<file path="config.mk">
export PLATFORM = sky130hd
export DESIGN_NAME = vga_pixel_prefetch
export DESIGN_NICKNAME = d
export VERILOG_FILES = /design/src/rtl/vga_pkg.sv /design/src/rtl/vga_pixel_fifo.sv /design/src/rtl/vga_pixel_prefetch.sv
export SDC_FILE = /design/constraint.sdc
export NUM_CORES = 1
export LEC_CHECK = 0
export CORE_AREA = 2 2 142 144
export DETAILED_ROUTE_END_ITERATION = 6
export DIE_AREA = 0 0 144 146
export PLACE_DENSITY_LB_ADDON = 0.05
export SYNTH_ARGS = -nofsm -noshare
export SYNTH_HDL_FRONTEND = slang
export SYNTH_SLANG_ARGS = --single-unit
</file>
<file path="constraint.sdc">
create_clock -name vclk -period 3.99 [get_ports vclk]
set_clock_uncertainty 0.1 [all_clocks]
set_input_delay 0.399 -clock vclk [delete_from_list [all_inputs] [get_ports vclk]]
set_output_delay 0.399 -clock vclk [all_outputs]
set_load 0.005 [all_outputs]
</file>
<file path="src/rtl/vga_pkg.sv">
// Shared types for the VGA pixel prefetch slice.
package vga_pkg;

  typedef enum logic [1:0] {
    IDLE  = 2'd0,
    FETCH = 2'd1,
    DONE  = 2'd2
  } vga_state_e;

endpackage

</file>
<file path="src/rtl/vga_pixel_fifo.sv">
// First-word fall-through pixel FIFO with occupancy count and synchronous flush.
module vga_pixel_fifo #(
  parameter int BIT_DEPTH = 8,
  parameter int DEPTH     = 16
) (
  input  logic                       vclk,
  input  logic                       srst,
  input  logic                       flush,
  input  logic                       push,
  input  logic [BIT_DEPTH-1:0]       din,
  input  logic                       pop,
  output logic [BIT_DEPTH-1:0]       dout,
  output logic [$clog2(DEPTH):0]     count,
  output logic                       empty
);
  localparam int AW = $clog2(DEPTH);
  localparam int CW = AW + 1;

  logic [BIT_DEPTH-1:0] mem [DEPTH];
  logic [AW-1:0]        wr_ptr;
  logic [AW-1:0]        rd_ptr;
  logic [CW-1:0]        cnt;
  logic                 do_pop;

  assign empty  = (cnt == '0);
  assign do_pop = pop && !empty;
  assign dout   = mem[rd_ptr];
  assign count  = cnt;

  always_ff @(posedge vclk) begin
    if (srst || flush) begin
      wr_ptr <= '0;
      rd_ptr <= '0;
      cnt    <= '0;
    end else begin
      if (push)
        wr_ptr <= wr_ptr + AW'(1);
      if (do_pop)
        rd_ptr <= rd_ptr + AW'(1);
      case ({push, do_pop})
        2'b10:   cnt <= cnt + CW'(1);
        2'b01:   cnt <= cnt - CW'(1);
        default: cnt <= cnt;
      endcase
    end
  end

  // Storage carries no reset; only the pointers define what is valid.
  always_ff @(posedge vclk) begin
    if (push && !flush && !srst)
      mem[wr_ptr] <= din;
  end

endmodule

</file>
<file path="src/rtl/vga_pixel_prefetch.sv">
// Prefetches one frame of pixels from memory into a small FIFO ahead of the
// timing generator, with credit-based request throttling and stale-response discard.
module vga_pixel_prefetch
  import vga_pkg::*;
#(
  parameter int BIT_DEPTH = 8,
  parameter int DEPTH     = 16,
  parameter int ADDR_W    = 20
) (
  input  logic                 vclk,
  input  logic                 srst,
  input  logic [9:0]           width,
  input  logic [9:0]           height,
  input  logic [BIT_DEPTH-1:0] clear,
  input  logic                 resync,
  input  logic                 pop,
  output logic [BIT_DEPTH-1:0] pixel,
  output logic                 mem_req,
  output logic [ADDR_W-1:0]    mem_addr,
  input  logic                 mem_ack,
  input  logic                 mem_rvalid,
  input  logic [BIT_DEPTH-1:0] mem_rdata,
  output logic                 underflow
);
  localparam int CW = $clog2(DEPTH) + 1;

  vga_state_e           state;
  logic [9:0]           w_r;
  logic [9:0]           h_r;
  logic [9:0]           x_cnt;
  logic [9:0]           y_cnt;
  logic [ADDR_W-1:0]    addr_r;
  logic [CW-1:0]        outstanding;
  logic [CW-1:0]        discard;
  logic [CW-1:0]        fifo_count;
  logic [CW-1:0]        used;
  logic [BIT_DEPTH-1:0] fifo_dout;
  logic                 fifo_empty;
  logic                 accept;
  logic                 rsp_keep;
  logic                 fifo_push;
  logic                 fifo_pop;
  logic                 underflow_r;

  // Stale responses still in flight occupy credit too, so the total never exceeds DEPTH.
  assign used      = fifo_count + outstanding + discard;
  assign mem_req   = (state == FETCH) && (used < CW'(DEPTH));
  assign mem_addr  = addr_r;
  assign accept    = mem_req && mem_ack;
  assign rsp_keep  = mem_rvalid && (discard == '0);
  assign fifo_push = rsp_keep && !resync;
  assign fifo_pop  = pop && !resync;
  assign pixel     = fifo_empty ? clear : fifo_dout;
  assign underflow = underflow_r;

  vga_pixel_fifo #(
    .BIT_DEPTH (BIT_DEPTH),
    .DEPTH     (DEPTH)
  ) u_fifo (
    .vclk  (vclk),
    .srst  (srst),
    .flush (resync),
    .push  (fifo_push),
    .din   (mem_rdata),
    .pop   (fifo_pop),
    .dout  (fifo_dout),
    .count (fifo_count),
    .empty (fifo_empty)
  );

  always_ff @(posedge vclk) begin
    if (srst) begin
      state  <= IDLE;
      w_r    <= '0;
      h_r    <= '0;
      x_cnt  <= '0;
      y_cnt  <= '0;
      addr_r <= '0;
    end else if (resync) begin
      w_r    <= width;
      h_r    <= height;
      x_cnt  <= '0;
      y_cnt  <= '0;
      addr_r <= '0;
      state  <= (width == '0 || height == '0) ? DONE : FETCH;
    end else if (accept) begin
      addr_r <= addr_r + ADDR_W'(1);
      if (x_cnt == w_r - 10'd1) begin
        x_cnt <= '0;
        if (y_cnt == h_r - 10'd1)
          state <= DONE;
        else
          y_cnt <= y_cnt + 10'd1;
      end else begin
        x_cnt <= x_cnt + 10'd1;
      end
    end
  end

  // On resync everything still in flight, including this cycle's accept, becomes discard.
  always_ff @(posedge vclk) begin
    if (srst) begin
      outstanding <= '0;
      discard     <= '0;
    end else if (resync) begin
      outstanding <= '0;
      discard     <= discard + outstanding + CW'(accept) - CW'(mem_rvalid);
    end else begin
      outstanding <= outstanding + CW'(accept) - CW'(rsp_keep);
      if (mem_rvalid && discard != '0)
        discard <= discard - CW'(1);
    end
  end

  always_ff @(posedge vclk) begin
    if (srst)
      underflow_r <= 1'b0;
    else if (pop && fifo_empty)
      underflow_r <= 1'b1;
  end

endmodule

</file>
==> summary.txt <==
status = complete, no violations
number of instances in the placed design = 1134
initial standard-cell utilization of the core = 52.89%
dominant synthesized flop cell = sky130_fd_sc_hd__edfxtp_1
area of all sequential standard cells = 5648 um^2
post-synthesis xor/xnor area fraction = 6.338%
core area = 19330 um^2
final period demand of the worst path = 3.724 ns
number of port buffers = 71
Compound-Gate Fraction of Synth Area = 4.992%
Final Slew Violations = 0
number of distinct library cells after synthesis = 65
Simple-Gate Fraction of Synth Area = 12.32%
cell at the slowest stage of the critical path = sky130_fd_sc_hd__fa_1
DIE HEIGHT = 146 um
Boundary Pins = 72
area of the die = 21020 um^2
clock net sink count = 218
Syn Inst Count = 825
Sw Ratio = 25.49%
part of the power in combinational logic = 17.1%
Fin. Hold Viols = 0
mux contribution to synthesized area = 12.53%
worst stage delay on the critical path = 0.54 ns
final weighted congestion in routability-driven placement = 0.8419
share of synthesized flip-flops with an asynchronous set or reset = 0%
most frequent cell on the critical path = sky130_fd_sc_hd__inv_1
Crit path required time = 4.32 ns
number of vias per cell = 5.585
netlist area before placement = 10230 um^2
layout filler cell count = 1559
vias post-DR = 6568
count of antenna-violating nets left after detailed routing = 0
cts bufs inserted = 23
Leakage Power = 4.086 nW
count of antenna diodes in the layout = 0
clock network fraction of total power = 36.4%
highest-count cells in the layout ignoring fill and taps = sky130_fd_sc_hd__edfxtp_1, sky130_fd_sc_hd__nor2_1, sky130_fd_sc_hd__dfxtp_1
adder and majority gate portion of the synthesized area = 5.041%
Final WS setup = 0.2663 ns
critical path cell sequence = inv_1 > fa_1 > inv_1 > ha_1 > nand3_1 > o21ai_2 > xor2_1 > nand2_2 > inv_1 > fa_1 > inv_1 > fa_1 > inv_1 > a21o_1 > a21oi_2 > xnor2_1 > nand2_1 > or2_2 > a21oi_1
leftover overflow at the end of global routing = 0
arrival time reported for the critical path endpoint = 4.05 ns
sequential share of power = 46.5%
setup_tns = 0 ns
wire length per cell after detailed routing = 18.13 um
layout net count = 974
CP Capture Type = flop
area added between synthesis and finish = 16.47%
final non-filler cell total = 1176
leading cell type in the layout, fill and taps excluded = sky130_fd_sc_hd__edfxtp_1
peak supply drop = 0.0002905 V
DRC = 0
Pre-antenna DRT Iters = 5
Worst-Margin Slew = 1.069 ns
post-route fraction of the period consumed by the critical path = 93.33%
final-layout worst hold slack = 0.2788 ns
Mean Syn Cell Area = 12.40 um^2
synthesis warning total = 0
max_cap viols = 0
initial antenna violation count = 0
layout cells sized above 1 = 12.51%
areal power density over the cells = 454.1 nW/um^2
TritonCTS clock tree = yes
later-pin clock latency in the skew report = 0.50 ns
internal portion of total power = 4.030 mW
maximum buffer depth of the clock tree = 3
RSZ-0062 raised after global routing = false
worst max-slew margin expressed relative to the limit = 28.47%
Setup CP Type = reg2reg
post-synthesis register bit count = 218
H-tree level count = 1
overall global routing resource usage = 20.54%
multi-input logic area = 4223 um^2
width of the die = 144 um
pin count of the biggest net entering global routing = 40
setup violation total in the final timing report = 0
Final Routed Wirelength = 21320 um
Setup crit start kind = flop
main combinational cell family by area after synthesis = multiplexers
maximum net fanout on the critical path = 3
register area share after synthesis = 55.21%
floorplan row count = 51
switching power = 1.379 mW
count of flip-flops with a built-in enable after synthesis = 128
register clock-pin slew on the reported worst setup and hold paths = 0.06 ns
HPWL reported at the end of detailed placement = 15140 um
via count of the first global-routing pass = 6622
worst setup timing slack at the placement stage = 0.1614 ns
min-delay worst type = in2reg
Detailed Route Iter0 Violations = 322
global-route wire length before repair = 34380 um
highest achievable clock rate = 268.5 MHz
reg-to-reg setup timing slack = 0.27 ns
synthesized netlist net count = 904
clock tree root buffer cell = sky130_fd_sc_hd__clkbuf_16
## metrics by stage
step | cell area [um^2] | util (%) | total power, mW
2_1_floorplan | 10230 | - | 3.197
3_3_place_gp | 11200 | 57.91 | 3.419
3_5_place_dp | 11200 | 57.91 | 3.470
4_1_cts | 11890 | 61.52 | 5.449
5_1_grt | 11910 | 61.60 | 5.679
6_report | 11910 | 61.60 | 5.409
## synthesized netlist by cell type, drive strengths merged, types with 2 or more instances
cell type  instances  area share, %
nand2             44            1.6
o211ai             5           0.37
nor4b              3           0.32
clkbuf            20           0.73
mux2               8           0.88
or3               11           0.67
xor2              34            2.9
xnor2             40            3.4
dfxtp             90             18
buf               22            1.2
o22ai              2           0.12
edfxtp           128             38
o41ai              3           0.33
nor3              15           0.73
o211a              2           0.20
inv               46            1.7
fa                 7            1.4
a21oi             27            1.3
mux4              40            8.8
nand2b             3           0.18
nand3             17           0.83
nor2              99            3.6
nand4             15           0.92
ha                30            3.7
o311ai             2           0.24
nor4              21            1.4
nor3b              4           0.39
or2                4           0.24
or4                7           0.55
and3               3           0.18
a21o               6           0.44
nor2b              2           0.12
a31oi              3           0.18
o21ai             14           0.69
mux2i             29            2.8
a311o              2           0.20
## path summary, 6_finish.rpt
kind	start	end	cells past startpoint
worst max-delay path	outstanding[2]$_SDFF_PP0_	discard[4]$_SDFFE_PP0P_	19
worst min-delay path	resync	u_fifo.wr_ptr[2]$_SDFFE_PP0P_	5
worst max register to register	outstanding[2]$_SDFF_PP0_	discard[4]$_SDFFE_PP0P_	19
worst min register to register	underflow$_SDFFE_PP0P_	underflow$_SDFFE_PP0P_	2
## sequential cells by signal, indices dropped and copies added (netlist names), named ones only
name,count
outstanding,5
u_fifo.mem,128
state,2
h_r,10
w_r,10
mem_addr,20
u_fifo.count,5
u_fifo.wr_ptr,4
x_cnt,10
y_cnt,10
u_fifo.rd_ptr,4
discard,5
underflow,1
## power by group through the flow
| stage | Sequential [mW] | Clock [mW] | Combinational [mW] |
|---|---|---|---|
| after floorplan | 2.53 | 0 | 0.670 |
| after global placement | 2.55 | 0 | 0.865 |
| after detailed placement | 2.56 | 0 | 0.913 |
| after CTS | 2.51 | 2.02 | 0.919 |
| after global routing | 2.52 | 2.11 | 1.04 |
| final | 2.51 | 1.97 | 0.927 |
## worst max-delay path, delay by kind of cell, from the launching register on
family	cells	cell delay, ns
AND/OR/NAND/NOR	4	0.56
XOR/XNOR	2	0.40
AO/OA/AOI/OAI	4	0.48
adder cells (fa/ha/maj)	4	1.42
flip-flops	1	0.33
buffers and inverters	5	0.37
## routing by layer
metal  track usage, %  vias to the layer above  wire length, um
met4            4.657                        0              395
li1                 -                     3162                -
met5                0                        -                0
met2            37.17                      135            11090
met1            26.12                     3228             9130
met3            2.665                       43              704
## final cells by class
| type | count | share of cell area, % |
|---|---|---|
| multi-input cells | 519 | 35.46 |
| repair buffers | 87 | 7.039 |
| well taps | 265 | 2.784 |
| clock inverters | 11 | 0.7144 |
| inverters | 46 | 1.450 |
| clock buffers | 30 | 5.137 |
| flip-flops and latches | 218 | 47.42 |
## cell families after synthesis
logic type | after synthesis
AO/OA/AOI/OAI | 77
XOR/XNOR | 74
adder cells (fa/ha/maj) | 37
buffers and inverters | 88
flip-flops | 218
multiplexers | 77
AND/OR/NAND/NOR | 254
## repair_timing
action,CTS,global route
endpoints found under the setup margin,0,2
resized for setup,0,3
hold buffers,0,0
setup buffers,0,1
No activity file was read; power rests on OpenSTA's default activity.
